### config.mk
export PLATFORM = sky130hd
export DESIGN_NAME = accel_lock_master_flat
export DESIGN_NICKNAME = d
export VERILOG_FILES = /design/src/rtl/accel_lock_master_if.sv /design/src/rtl/accel_lock_master.sv /design/src/flat_wrapper.sv
export SDC_FILE = /design/constraint.sdc
export NUM_CORES = 1
export LEC_CHECK = 0
export CAP_MARGIN = 20
export CORE_MARGIN = 2
export CORE_UTILIZATION = 49
export DETAILED_ROUTE_END_ITERATION = 10
export PLACE_DENSITY = 0.81
export SYNTH_ARGS = -nofsm -noshare
export SYNTH_HDL_FRONTEND = slang
export SYNTH_SLANG_ARGS = --single-unit
### constraint.sdc
create_clock -name clk -period 2.6 [get_ports clk]
set_input_delay 0.52 -clock clk [delete_from_list [all_inputs] [get_ports clk]]
set_output_delay 0.52 -clock clk [all_outputs]
set_load 0.01 [all_outputs]
### src/rtl/accel_lock_master_if.sv
// Shared-bus port bundle between the lock-arbitrated accelerator master and the
// arbiter/accelerator fabric. data_i is combinational read data for addr_o.
interface accel_lock_master_if;
    logic [31:0] addr_o;
    logic        wr_en_o;
    logic        select_o;
    logic [31:0] data_o;
    logic [31:0] data_i;

    modport master (
        output addr_o,
        output wr_en_o,
        output select_o,
        output data_o,
        input  data_i
    );

    modport slave (
        input  addr_o,
        input  wr_en_o,
        input  select_o,
        input  data_o,
        output data_i
    );
endinterface

### src/rtl/accel_lock_master.sv
// Acquires a shared accelerator through a lock register, streams a job into it,
// polls for completion, reads the results back and releases the lock.
module accel_lock_master #(
    parameter int          CLIENT_ID   = 0,
    parameter logic [31:0] QUEUE_ADDR  = 32'd84,
    parameter int          N_WORDS     = 4,
    parameter logic [31:0] DATA_BASE   = 32'd0,
    parameter logic [31:0] CTRL_ADDR   = 32'd64,
    parameter logic [31:0] STATUS_ADDR = 32'd68,
    parameter logic [31:0] RESULT_BASE = 32'd32,
    parameter int          MAX_RETRY   = 16,
    parameter int          POLL_LIMIT  = 1024
) (
    input  logic                   clk,
    input  logic                   rst,
    input  logic                   start,
    input  logic [32*N_WORDS-1:0]  job_data,
    output logic                   busy,
    output logic                   done,
    output logic                   error,
    output logic [32*N_WORDS-1:0]  result,
    accel_lock_master_if.master    bus
);

    localparam int IDX_W   = (N_WORDS > 1) ? $clog2(N_WORDS) : 1;
    localparam int RETRY_W = $clog2(MAX_RETRY + 1);
    localparam int POLL_W  = $clog2(POLL_LIMIT + 1);

    localparam logic [IDX_W-1:0]   LAST_IDX    = IDX_W'(N_WORDS - 1);
    localparam logic [RETRY_W-1:0] RETRY_MAX   = RETRY_W'(MAX_RETRY);
    localparam logic [POLL_W-1:0]  POLL_MAX    = POLL_W'(POLL_LIMIT);
    localparam logic [31:0]        CLIENT_WORD = 32'(CLIENT_ID);

    typedef enum logic [3:0] {
        ST_IDLE    = 4'd0,
        ST_REQ     = 4'd1,
        ST_CHECK   = 4'd2,
        ST_WRITE   = 4'd3,
        ST_GO      = 4'd4,
        ST_POLL    = 4'd5,
        ST_READ    = 4'd6,
        ST_RELEASE = 4'd7,
        ST_FIN     = 4'd8
    } state_t;

    state_t                state_r;
    state_t                state_s;
    logic [IDX_W-1:0]      idx_r;
    logic [IDX_W-1:0]      idx_s;
    logic [RETRY_W-1:0]    retry_r;
    logic [RETRY_W-1:0]    retry_s;
    logic [RETRY_W-1:0]    retry_inc_s;
    logic [POLL_W-1:0]     poll_r;
    logic [POLL_W-1:0]     poll_s;
    logic [POLL_W-1:0]     poll_inc_s;
    logic                  job_err_r;
    logic                  job_err_s;
    logic [32*N_WORDS-1:0] job_buf_r;
    logic [32*N_WORDS-1:0] result_r;
    logic [31:0]           word_s;

    logic                  busy_r;
    logic                  done_r;
    logic                  error_r;
    logic [31:0]           addr_r;
    logic [31:0]           addr_s;
    logic                  wr_en_r;
    logic                  wr_en_s;
    logic                  select_r;
    logic                  select_s;
    logic [31:0]           data_r;
    logic [31:0]           data_s;

    assign retry_inc_s = retry_r + RETRY_W'(1);
    assign poll_inc_s  = poll_r + POLL_W'(1);

    // Next-state, counter and sticky-error logic.
    always_comb begin
        state_s   = state_r;
        idx_s     = idx_r;
        retry_s   = retry_r;
        poll_s    = poll_r;
        job_err_s = job_err_r;
        case (state_r)
            ST_IDLE: begin
                if (start) begin
                    state_s   = ST_REQ;
                    idx_s     = '0;
                    retry_s   = '0;
                    poll_s    = '0;
                    job_err_s = 1'b0;
                end else begin
                    state_s = ST_IDLE;
                end
            end
            ST_REQ: begin
                state_s = ST_CHECK;
            end
            ST_CHECK: begin
                if (bus.data_i == CLIENT_WORD) begin
                    state_s = ST_WRITE;
                    idx_s   = '0;
                end else if (retry_inc_s == RETRY_MAX) begin
                    // Lock was never owned, so there is nothing to release.
                    retry_s   = retry_inc_s;
                    job_err_s = 1'b1;
                    state_s   = ST_FIN;
                end else begin
                    retry_s = retry_inc_s;
                    state_s = ST_REQ;
                end
            end
            ST_WRITE: begin
                if (idx_r == LAST_IDX) begin
                    state_s = ST_GO;
                    idx_s   = '0;
                end else begin
                    idx_s = idx_r + IDX_W'(1);
                end
            end
            ST_GO: begin
                state_s = ST_POLL;
            end
            ST_POLL: begin
                if (bus.data_i[0]) begin
                    state_s = ST_READ;
                    idx_s   = '0;
                end else if (poll_inc_s == POLL_MAX) begin
                    poll_s    = poll_inc_s;
                    job_err_s = 1'b1;
                    state_s   = ST_RELEASE;
                end else begin
                    poll_s = poll_inc_s;
                end
            end
            ST_READ: begin
                if (idx_r == LAST_IDX) begin
                    state_s = ST_RELEASE;
                    idx_s   = '0;
                end else begin
                    idx_s = idx_r + IDX_W'(1);
                end
            end
            ST_RELEASE: begin
                state_s = ST_FIN;
            end
            ST_FIN: begin
                state_s = ST_IDLE;
            end
            default: begin
                state_s = ST_IDLE;
            end
        endcase
    end

    assign word_s = job_buf_r[32*idx_s +: 32];

    // Bus values for the cycle about to start; registered so data_i never reaches an output.
    always_comb begin
        addr_s   = 32'd0;
        wr_en_s  = 1'b0;
        select_s = 1'b0;
        data_s   = 32'd0;
        case (state_s)
            ST_REQ: begin
                addr_s   = QUEUE_ADDR;
                wr_en_s  = 1'b1;
                select_s = 1'b1;
                data_s   = 32'd1;
            end
            ST_CHECK: begin
                addr_s   = QUEUE_ADDR;
                select_s = 1'b1;
            end
            ST_WRITE: begin
                addr_s   = DATA_BASE + (32'(idx_s) << 2);
                wr_en_s  = 1'b1;
                select_s = 1'b1;
                data_s   = word_s;
            end
            ST_GO: begin
                addr_s   = CTRL_ADDR;
                wr_en_s  = 1'b1;
                select_s = 1'b1;
                data_s   = 32'd1;
            end
            ST_POLL: begin
                addr_s   = STATUS_ADDR;
                select_s = 1'b1;
            end
            ST_READ: begin
                addr_s   = RESULT_BASE + (32'(idx_s) << 2);
                select_s = 1'b1;
            end
            ST_RELEASE: begin
                addr_s   = QUEUE_ADDR;
                wr_en_s  = 1'b1;
                select_s = 1'b1;
                data_s   = 32'd0;
            end
            default: begin
                addr_s   = 32'd0;
                wr_en_s  = 1'b0;
                select_s = 1'b0;
                data_s   = 32'd0;
            end
        endcase
    end

    // FSM state and counter registers.
    always_ff @(posedge clk) begin
        if (rst) begin
            state_r   <= ST_IDLE;
            idx_r     <= '0;
            retry_r   <= '0;
            poll_r    <= '0;
            job_err_r <= 1'b0;
        end else begin
            state_r   <= state_s;
            idx_r     <= idx_s;
            retry_r   <= retry_s;
            poll_r    <= poll_s;
            job_err_r <= job_err_s;
        end
    end

    // Job buffer and result capture.
    always_ff @(posedge clk) begin
        if (rst) begin
            job_buf_r <= '0;
            result_r  <= '0;
        end else begin
            if ((state_r == ST_IDLE) && start) begin
                job_buf_r <= job_data;
            end
            if (state_r == ST_READ) begin
                result_r[32*idx_r +: 32] <= bus.data_i;
            end
        end
    end

    // Registered status and bus outputs.
    always_ff @(posedge clk) begin
        if (rst) begin
            busy_r   <= 1'b0;
            done_r   <= 1'b0;
            error_r  <= 1'b0;
            addr_r   <= 32'd0;
            wr_en_r  <= 1'b0;
            select_r <= 1'b0;
            data_r   <= 32'd0;
        end else begin
            busy_r   <= (state_s != ST_IDLE);
            done_r   <= (state_s == ST_FIN);
            error_r  <= (state_s == ST_FIN) && job_err_s;
            addr_r   <= addr_s;
            wr_en_r  <= wr_en_s;
            select_r <= select_s;
            data_r   <= data_s;
        end
    end

    assign busy         = busy_r;
    assign done         = done_r;
    assign error        = error_r;
    assign result       = result_r;
    assign bus.addr_o   = addr_r;
    assign bus.wr_en_o  = wr_en_r;
    assign bus.select_o = select_r;
    assign bus.data_o   = data_r;

endmodule

### src/flat_wrapper.sv
// flat-port wrapper written by rule: the top's interface ports become plain ports
module accel_lock_master_flat 
#(
    parameter int          CLIENT_ID   = 0,
    parameter logic [31:0] QUEUE_ADDR  = 32'd84,
    parameter int          N_WORDS     = 4,
    parameter logic [31:0] DATA_BASE   = 32'd0,
    parameter logic [31:0] CTRL_ADDR   = 32'd64,
    parameter logic [31:0] STATUS_ADDR = 32'd68,
    parameter logic [31:0] RESULT_BASE = 32'd32,
    parameter int          MAX_RETRY   = 16,
    parameter int          POLL_LIMIT  = 1024
)
  (clk, rst, start, job_data, busy, done, error, result, bus_addr_o, bus_wr_en_o, bus_select_o, bus_data_o, bus_data_i);
  accel_lock_master_if bus_i ();
  input  logic clk;
  input  logic rst;
  input  logic start;
  input  logic [32*N_WORDS-1:0] job_data;
  output logic busy;
  output logic done;
  output logic error;
  output logic [32*N_WORDS-1:0] result;
  output wire logic [$bits(bus_i.addr_o)-1:0] bus_addr_o;
  output wire logic [$bits(bus_i.wr_en_o)-1:0] bus_wr_en_o;
  output wire logic [$bits(bus_i.select_o)-1:0] bus_select_o;
  output wire logic [$bits(bus_i.data_o)-1:0] bus_data_o;
  input wire logic [$bits(bus_i.data_i)-1:0] bus_data_i;
  assign bus_addr_o = bus_i.addr_o;
  assign bus_wr_en_o = bus_i.wr_en_o;
  assign bus_select_o = bus_i.select_o;
  assign bus_data_o = bus_i.data_o;
  assign bus_i.data_i = bus_data_i;
  accel_lock_master #(.CLIENT_ID(CLIENT_ID), .QUEUE_ADDR(QUEUE_ADDR), .N_WORDS(N_WORDS), .DATA_BASE(DATA_BASE), .CTRL_ADDR(CTRL_ADDR), .STATUS_ADDR(STATUS_ADDR), .RESULT_BASE(RESULT_BASE), .MAX_RETRY(MAX_RETRY), .POLL_LIMIT(POLL_LIMIT)) u_core (.clk(clk), .rst(rst), .start(start), .job_data(job_data), .busy(busy), .done(done), .error(error), .result(result), .bus(bus_i));
endmodule
==> out/results.ini <==
[critical_path]
reg2reg_from=u_core.retry_r[0]$_SDFFE_PP0P_
reg2reg_depth=10
cp_max_fo=8
path_class=input pin to flip-flop
required_ns=2.99
rr_endpoint=u_core.bus.addr_o[6]$_SDFF_PP0_
crit_path_start_kind=input pin
worst_path_max_delay_cell=clkdlybuf4s50_1
r2r_setup_slack_ns=0.17
crit_path_end_kind=flip-flop
cpPeakStageDelay_ns=0.47
cp_data_arrival_time_ns=2.96
worstPathCellList=clkdlybuf4s50_1 > nor4_2 > buf_4 > and4_2 > a21oi_1 > o31a_1 > o32ai_4 > nand3_4 > buf_6 > a311oi_2

[floorplan]
dieWidth_um=170
io_pins=360
rows=60
fp.coreArea_mm2=0.0270
die_area_mm2=0.0290
die_h_um=170
initial_utilization=0.502

[synth]
yosys.area_share.simple=0.250
synthCells=1625
async_reset_ff_frac=0
yosysWarnings=0
ys.flop_type=dfxtp_1
ys_types=73
synthAdderAreaFrac=0.00831
ys_ff_latch=321
synth_xor_area_frac=0.00194
synth_compound_area_frac=0.196
synth_area_mm2=0.0136
synth_top_family_by_area=simple AND/OR/NAND/NOR gates
postSynthAreaPerCell_um2=8.34
synthMuxAreaShare=0.000738
synth-seq-area-share=0.474
synth_edf_count=0

[cells_and_area]
drive_above_1_share=0.137
fin_cells=2331
num_antenna_cells=0
post-route-cell-area_mm2=0.0187
syn2layout_area_growth_pct=38.0
fill_cells=2108
final_net_count=2139

[place]
post-place-ws_ns=-0.456
place.gp.congestion=0.885
place_area_mm2=0.0175
io_buffers=332
hpwl_mm=30.2
dp_cells=2268

[route]
drcViolationCount=0
vias_per_cell=5.64
antenna_left=0
drt_pre_antenna_iters=6
wirelength_mm=43.2
routedWlPerCell_um=18.5
drt-initial-drc-count=1300
vias=13155

[run]
maxCapViolCount=0

[global_routing]
grt_first_pass_wirelength_mm=66.0
gr-usage-all-layers=0.285
grt_pass1_vias=12425
grt_max_degree=129
met2_usage=0.495
grt_most_used_layer=met2
overflow=0
met1_usage=0.345
grtUsageMet3=0.0605
grt_antenna_before_repair=1

[sta]
whs_ns=0.449
finalCritPeriodShare=0.987
worstMarginPinSlew_ns=0.567
min_period_ns=2.57
final-max-slew-violation-count=0
rsz0062_at_grt=yes
hold_viol=0
finalSetupViolCount=0
max_freq_ghz=0.390
setup_ws_ns=0.0330
slew_headroom=0.622
finClkSkew_ns=0.0239

[power]
p_sw_mw=2.66
p_seq_frac=0.471
power_frac_clock=0.427
irDropWorstVdd_uv=388
p_leak_nw=6.65
netSwitchingFraction=0.241
power.density_mw_per_mm2=589
combPwrFrac=0.102
total_power_mw=11.0
p_int_mw=8.36

[clock_tree]
clock_sinks=321
clkLatencyLatePin_ns=0.52
clk_pin_slew_worst_paths_ns=0.06
cts_tree=built
numCtsBuffers=34
cts_max_level=2
cts_hold_buf=0
cts-root-buf=clkbuf_16
cts_buffer_depth=3

[min_path]
hold_path_startpoint=u_core.result[52]$_SDFFE_PP0P_
hold_path_depth=2
holdPathEnd=u_core.result[52]$_SDFFE_PP0P_
hold_path.class=flip-flop to flip-flop

[status]
outcome=complete, no violations

## worst max path at each step
stage | endpoint | start | slack, ns
after floorplan | u_core.bus.data_o[10]$_SDFF_PP0_ | bus_data_i[0] | 0.30
final | u_core.bus.data_o[14]$_SDFF_PP0_ | bus_data_i[7] | 0.03
after CTS | u_core.bus.data_o[14]$_SDFF_PP0_ | bus_data_i[24] | 0.02
after detailed placement | u_core.bus.data_o[10]$_SDFF_PP0_ | bus_data_i[24] | -0.46
after global placement | u_core.bus.data_o[16]$_SDFF_PP0_ | bus_data_i[24] | -0.43
after global routing | u_core.bus.data_o[14]$_SDFF_PP0_ | bus_data_i[18] | -0.04
## Yosys cell counts (all sizes together), types with 2 or more instances
library cell  count  share of area
nor3b             5         0.0028
o32ai             2         0.0027
ha                9         0.0083
a31oi             3         0.0014
o21ai            14         0.0068
and2              9         0.0042
xnor2             2         0.0013
and3             35          0.017
a311oi           34          0.036
buf              64          0.036
nor2b             3         0.0014
and4              2         0.0013
nand3           170          0.064
or4               2         0.0011
o211ai            3         0.0027
or3               3         0.0014
nand4             4         0.0028
nor4             13          0.011
or2               2        0.00092
nand3b            2         0.0011
inv               6         0.0020
a21boi            3         0.0025
a21o              2         0.0012
a21oi           280           0.10
nand2           437           0.12
nor2             29         0.0084
clkbuf           96          0.027
nand2b            5         0.0029
dlymetal6s2s      4         0.0037
dfxtp           321           0.47
nor3             10         0.0054
a211oi           35          0.030
## routing by layer
layer | up-vias | wire length [um]
li1 | 6222 | -
met1 | 6169 | 16500
met2 | 645 | 20800
met3 | 117 | 4110
met4 | 2 | 1680
met5 | - | 13
## power groups by stage
stage	Sequential, mW	Combinational (mW)	Clock (mW)
global placement	5.29	1.07	0
global route	5.20	1.21	4.94
floorplan	5.26	0.565	0
detailed placement	5.29	1.09	0
CTS	5.19	1.10	4.75
finish	5.19	1.12	4.71
## sequential cells by signal, indices dropped and copies added, names as in the netlist
name,count
u_core.bus.addr_o,5
u_core.bus.data_o,32
u_core.bus.select_o,1
u_core.bus.wr_en_o,1
u_core.busy,1
u_core.done,1
u_core.error,1
u_core.idx_r,2
u_core.job_buf_r,128
u_core.job_err_r,1
u_core.poll_r,11
u_core.result,128
u_core.retry_r,5
u_core.state_r,4
## cell usage in the layout, fill, tap and decap left out, types with 28 or more instances in the layout
cell and n:
a211oi_2 28, a21oi_1 279, a311oi_2 30, buf_4 97, clkbuf_16 36, clkdlybuf4s50_1 323, dfxtp_1 320, nand2_1 433
nand3_1 169
## timing repair
| item | CTS | global route |
|---|---|---|
| endpoints found under the setup margin | 0 | 33 |
| setup buffers | 0 | 3 |
| gates resized for setup | 0 | 26 |
## critical path: cells and delay by family
family | cells | cell delay [ns]
AOI/OAI and AO/OA | 4 | 0.88
buffers and inverters | 3 | 0.81
and+or+nand+nor | 3 | 0.75
## stage by stage
stage	setup TNS (ns)	utilization
4_1_cts	0	0.686
3_3_place_gp	-15.66	0.646
6_report	0	0.692
3_5_place_dp	-15.95	0.646
2_1_floorplan	0	-
5_1_grt	-0.113	0.692
## cells by family after synthesis
kind of cell	Yosys count
AOI/OAI and AO/OA	388
xor gates and xnor gates	3
adders and majority gates	9
buffers and inverters	170
DFF	321
muxes	1
other	1
and+or+nand+nor	732
## final cells by class
type / count / area [um^2] / share of cell area
Inverter: 6 / 27.5 / 0.00147
Clock buffer: 49 / 958 / 0.0512
Sequential cell: 321 / 6430 / 0.344
Tap cell: 341 / 427 / 0.0228
Clock inverter: 10 / 106 / 0.00569
Multi-Input combinational cell: 1160 / 6390 / 0.342
Timing Repair Buffer: 444 / 4370 / 0.233
(Power assumes the default switching activity.)
